**src/rtl/hack_isa_pkg.sv**
```systemverilog
// Hack ISA shared definitions: instruction field positions, word/address types
// and the decoded instruction view used by the CPU core.
package hack_isa_pkg;

  localparam int BIT_CI  = 15;
  localparam int BIT_A   = 12;
  localparam int COMP_HI = 11;
  localparam int COMP_LO = 6;
  localparam int DEST_A  = 5;
  localparam int DEST_D  = 4;
  localparam int DEST_M  = 3;
  localparam int J_LT    = 2;
  localparam int J_EQ    = 1;
  localparam int J_GT    = 0;

  typedef logic [15:0] hack_word_t;
  typedef logic [14:0] hack_addr_t;

  localparam logic [5:0] COMP_ZERO = 6'b101010;
  localparam logic [5:0] COMP_D    = 6'b001100;
  localparam logic [5:0] COMP_DP1  = 6'b011111;

  // Field layout mirrors the C-instruction bit order so a cast decodes it.
  typedef struct packed {
    logic       is_c;
    logic [1:0] spare;
    logic       a;
    logic [5:0] comp;
    logic       dest_a;
    logic       dest_d;
    logic       dest_m;
    logic       j_lt;
    logic       j_eq;
    logic       j_gt;
  } hack_instr_t;

  function automatic logic jump_taken(hack_instr_t i, logic zr, logic ng);
    return i.is_c & ((i.j_lt & ng) | (i.j_eq & zr) | (i.j_gt & ~zr & ~ng));
  endfunction

endpackage

```
**src/rtl/hack_alu.sv**
```systemverilog
// Existing Hack 16-bit ALU: optional zero/negate of each operand, add or AND,
// optional output negate, plus zero and negative flags.
module hack_alu
  import hack_isa_pkg::*;
(
  input  hack_word_t x,
  input  hack_word_t y,
  input  logic       zx,
  input  logic       nx,
  input  logic       zy,
  input  logic       ny,
  input  logic       f,
  input  logic       no,
  output hack_word_t o,
  output logic       zr,
  output logic       ng
);

  hack_word_t x_z, x_n, y_z, y_n, r;

  // NOTE: every always_comb output gets a value on every path, so no latch is inferred.
  always_comb begin
    x_z = zx ? '0 : x;
    x_n = nx ? ~x_z : x_z;
    y_z = zy ? '0 : y;
    y_n = ny ? ~y_z : y_z;
    r   = f ? (x_n + y_n) : (x_n & y_n);
    o   = no ? ~r : r;
  end

  assign zr = (o == '0);
  assign ng = o[15];

endmodule

```
**src/rtl/hack_pc.sv**
```systemverilog
// Program counter: async reset, then stall hold, then jump load, else increment
// (15-bit wrap-around).
module hack_pc
  import hack_isa_pkg::*;
#(
  parameter hack_addr_t RESET_PC = 15'h0000
) (
  input  logic       clk,
  input  logic       reset,
  input  logic       mem_ready,
  input  logic       load,
  input  hack_addr_t load_value,
  output hack_addr_t pc
);

  // NOTE: sequential state uses non-blocking assignments so all registers see pre-edge values.
  always_ff @(posedge clk or posedge reset) begin
    if (reset) begin
      pc <= RESET_PC;
    end else if (!mem_ready) begin
      pc <= pc;
    end else if (load) begin
      pc <= load_value;
    end else begin
      pc <= pc + 15'd1;
    end
  end

endmodule

```
**src/rtl/hack_cpu_core.sv**
```systemverilog
// Hack CPU: decodes A/C instructions, holds A and D, drives the ALU and the
// data-RAM interface, and sequences the PC through hack_pc.
module hack_cpu_core
  import hack_isa_pkg::*;
#(
  parameter hack_addr_t RESET_PC = 15'h0000
) (
  input  logic       clk,
  input  logic       reset,
  input  hack_word_t instruction,
  input  hack_word_t in_m,
  input  logic       mem_ready,
  output hack_word_t out_m,
  output logic       write_m,
  output hack_addr_t address_m,
  output hack_addr_t pc
);

  hack_instr_t ins;
  hack_word_t  a_reg;
  hack_word_t  d_reg;
  hack_word_t  alu_y;
  hack_word_t  alu_o;
  logic        alu_zr;
  logic        alu_ng;
  logic        take;

  assign ins   = hack_instr_t'(instruction);
  assign alu_y = ins.a ? in_m : a_reg;

  hack_alu u_alu (
    .x  (d_reg),
    .y  (alu_y),
    .zx (ins.comp[5]),
    .nx (ins.comp[4]),
    .zy (ins.comp[3]),
    .ny (ins.comp[2]),
    .f  (ins.comp[1]),
    .no (ins.comp[0]),
    .o  (alu_o),
    .zr (alu_zr),
    .ng (alu_ng)
  );

  assign out_m     = alu_o;
  // Reset suppresses the strobe so an aborted instruction never reaches RAM.
  assign write_m   = ins.is_c & ins.dest_m & ~reset;
  assign address_m = a_reg[14:0];
  assign take      = jump_taken(ins, alu_zr, alu_ng);

  always_ff @(posedge clk or posedge reset) begin
    if (reset) begin
      a_reg <= '0;
      d_reg <= '0;
    end else if (mem_ready) begin
      if (!ins.is_c) begin
        a_reg <= instruction;
      end else begin
        if (ins.dest_a) a_reg <= alu_o;
        if (ins.dest_d) d_reg <= alu_o;
      end
    end
  end

  // Jump target is taken from A before this edge's write-back.
  hack_pc #(.RESET_PC(RESET_PC)) u_pc (
    .clk        (clk),
    .reset      (reset),
    .mem_ready  (mem_ready),
    .load       (take),
    .load_value (a_reg[14:0]),
    .pc         (pc)
  );

endmodule

```
**config.mk**
```make
export PLATFORM = sky130hd
export DESIGN_NAME = hack_cpu_core
export DESIGN_NICKNAME = d
export VERILOG_FILES = /design/src/rtl/hack_isa_pkg.sv /design/src/rtl/hack_alu.sv /design/src/rtl/hack_pc.sv /design/src/rtl/hack_cpu_core.sv
export SDC_FILE = /design/constraint.sdc
export NUM_CORES = 1
export LEC_CHECK = 0
export BUFFER_PORTS_ARGS = -buffer_cell sky130_fd_sc_hd__buf_2
export CAP_MARGIN = 20
export CORE_MARGIN = 2
export CORE_UTILIZATION = 25
export CTS_CLUSTER_DIAMETER = 50
export DETAILED_ROUTE_END_ITERATION = 7
export PLACE_DENSITY = 0.39
export SLEW_MARGIN = 15
export SYNTH_ARGS = -nofsm -noshare
export SYNTH_HDL_FRONTEND = slang
export SYNTH_SLANG_ARGS = --single-unit
```
**constraint.sdc**
```tcl
create_clock -name clk -period 5.65 [get_ports clk]
set_clock_uncertainty 0.05 [all_clocks]
set_input_delay 1.13 -clock clk [delete_from_list [all_inputs] [get_ports clk]]
set_output_delay 1.13 -clock clk [all_outputs]
set_load 0.03 [all_outputs]
```
==> key figures <==
GRT
  • Met1 Use GR: 0.209
  • Tot GR Track Use: 0.144
  • Largest net degree at the start of global routing: 48
  • Global route hottest layer: met2
  • M2 GR Usage: 0.231
  • Global-route wire length before repair: between 20000 and 25000 µm
  • Number of global-route vias before repair: ~4000
  • M3 GR Usage: 0.0183
  • Initial antenna violation count: 0
  • Grt ovf: 0

Placed design
  • I/O Buffers: between 80 and 90
  • Routability cong.: between 0.7 and 0.8
  • Placed Instances: between 800 and 900
  • Post-DP HPWL: roughly 11000 µm

Layout
  • Most frequent cells in the layout: buf_2, dfrtp_1, mux2i_1
  • Fillers: 1952
  • Ant diodes: 0
  • Area Overhead vs Synth: 18.8%
  • Most common library cell in the layout ignoring fill and taps: buf_2
  • Non-Filler Instances: around 840
  • Layout cells sized above 1: 0.223
  • NumNets Final: 667

Route
  • Initial DRC count: about 280
  • DRT Wirelength: between 10000 and 15000 µm
  • Routed len/inst: around 17 µm
  • Vias: slightly above 4000
  • DR vias/cell: ~4.8
  • DRC: 0
  • Drt first pass iters: 4
  • Final ANT Viol Nets: 0

STA
  • Final setup fails: 0
  • Slew @ Worst Pin: 1.04 ns
  • RSZ-0062 raised after global routing: false
  • Fin crit share: 0.940
  • Peak Freq: between 150 and 200 MHz
  • Final Critical Period: ~5.3 ns
  • Max-slew headroom: 0.304
  • Fin. Hold Viols: 0
  • TNS Setup: 0 ns
  • Final Slew Violations: 0

Floorplan
  • IO Count: 82
  • Core region area: between 0.015 and 0.02 mm²
  • Die area: 0.0193 mm²
  • DIE WIDTH: 139 µm
  • Starting density of the core: 0.254
  • Height of the die: around 140 µm
  • Row count: a little under 50

Pwr
  • Power per Cell Area: ~470 mW/mm²
  • P_leak: between 2 and 3 nW
  • Total power: ~2.6 mW
  • Worst IR Drop VDD: around 0.00017 V

Logic synthesis
  • Synthesized area per cell: 8.24 µm²
  • Mapped Nets: 604
  • Syn Inst Count: between 500 and 600
  • Synthesized cell area: approximately 0.0045 mm²
  • Primary FF master, synth: dfrtp_1
  • Post-synth ARST share: 1.00
  • Number of distinct library cells after synthesis: 64
  • Yosys warnings: 0
  • Seq/Total Area, Yosys: 0.259
  • Post-synth EDFFs: 0
  • Synthesized flop and latch total: 47

Critical path
  • Crit path DAT: ~4.1 ns
  • WP data required: about 4.5 ns
  • Startpoint types: input pin
  • Setup CP Type: in -> out
  • CP Max Fanout: 15
  • CP endpoint kind: output pin

Clock tree
  • Clk_lat worst skew: roughly 0.29 ns
  • Reg clk slew, reported paths: roughly 0.060 ns
  • CTS buffer count: 5
  • CTS tree: built
  • # H-tree levels: 2
  • Root buf cell: clkbuf_16
  • Bufs on Longest Clock Path: 2
  • CTS Sinks: 47

Job
  • Max Cap Viol: 0

Worst hold path
  • HP Class: reg -> reg

Status
  • Outcome: finished clean
==> final cells by class <==
type / instances / area [µm²] / area share
clock inverter: 2 / 60.1 / 0.0111
tap: 229 / 287 / 0.0531
inverter: 35 / 131 / 0.0244
multi-input combinational: 418 / 2970 / 0.550
sequential: 47 / 1180 / 0.218
timing repair buffer: 107 / 643 / 0.119
clock buffer: 6 / 129 / 0.0239
==> kinds of logic (layout without fill, tap and decap cells) <==
logic type / Yosys count / after routing / share of synthesized area
mux: 58 / 58 / 0.131
fa+ha+maj: 18 / 18 / 0.0513
flops: 47 / 47 / 0.259
buf+inv: 86 / 150 / 0.0910
compound gates: 123 / 123 / 0.181
xor+xnor: 47 / 47 / 0.0907
simple gates: 172 / 172 / 0.195
==> Yosys cell counts, drive strengths merged (2+ instances only) <==
library cell / n / share of area
buf: 30 / 0.045
nand4: 5 / 0.0069
mux2i: 46 / 0.10
o21ai: 47 / 0.053
a21boi: 2 / 0.0033
a21oi: 14 / 0.015
nand3b: 4 / 0.0066
inv: 35 / 0.029
nand3: 13 / 0.014
o21a: 2 / 0.0033
a31o: 2 / 0.0039
a31oi: 4 / 0.0055
a21o: 10 / 0.017
a22oi: 13 / 0.021
dfrtp: 47 / 0.26
o2111a: 2 / 0.0050
mux2: 12 / 0.030
xnor2: 30 / 0.058
nor4: 2 / 0.0028
nand2: 45 / 0.037
ha: 17 / 0.047
nand2b: 20 / 0.028
nand4b: 2 / 0.0039
and3: 15 / 0.021
o211ai: 3 / 0.0050
xor2: 17 / 0.033
nor2b: 8 / 0.013
nor2: 34 / 0.028
a211oi: 5 / 0.0083
clkbuf: 21 / 0.017
o311ai: 3 / 0.0058
nor3: 11 / 0.012
or3: 5 / 0.0069
nor4b: 2 / 0.0052
a211o: 3 / 0.0058
==> critical path, stage by stage <==
cell and delay (ns):
buf_2 0.14, buf_12 0.17, mux2i_1 0.20, nor2_1 0.07, xor2_1 0.16, ha_1 0.31, a21o_1 0.20, or2_1 0.26
o21ai_2 0.20, a31oi_1 0.15, o2111a_1 0.25, a211oi_1 0.31, xnor2_1 0.19, buf_4 0.18, buf_2 0.20
==> repair_timing <==
item | in CTS | in global routing
endpoints found under the setup margin | 0 | 11
setup buffers | 0 | 1
resized for setup | 0 | 1
hold buffers | 0 | 0
==> per-layer routing <==
metal  wire length [µm]  part of all wire  vias up
met5                  0                 0        -
met4                153             0.011        0
met3                541             0.038       12
met2               6410              0.45       87
met1               7060              0.50     1930
li1                   -                 -     2048
==> metrics by stage <==
step	area [µm²]	hold slack (ns)	util	setup slack, ns
after CTS	5360	0.434	0.299	0.254
after floorplan	4540	0.399	-	0.0943
after global routing	5390	0.468	0.301	0.0665
after detailed placement	5170	0.419	0.289	-0.0399
final	5390	0.428	0.301	0.340
after global placement	5170	0.410	0.289	-0.0213
==> worst paths after layout <==
kind | slack, ns | to | from | cells past startpoint
min in group asynchronous | 1.03 | u_pc.pc[13] | reset | 3
hold / removal | 0.43 | a_reg[15] | a_reg[15] | 2
setup reg to reg | 0.96 | u_pc.pc[1] | a_reg[0] | 19
hold reg to reg | 0.43 | a_reg[15] | a_reg[15] | 2
setup / recovery | 0.34 | out_m[14] | instruction[12] | 15
max in group asynchronous | 4.05 | d_reg[5] | reset | 3
==> power breakdown <==
group          internal [mW]  leakage [nW]  switching, mW  total (mW)
clock                  0.254        0.0911          0.135       0.389
sequential             0.470         0.560          0.114       0.584
combinational          0.608          1.88          0.969        1.58
total                   1.33          2.53           1.22        2.55
Power figures use the tool's default switching activity.
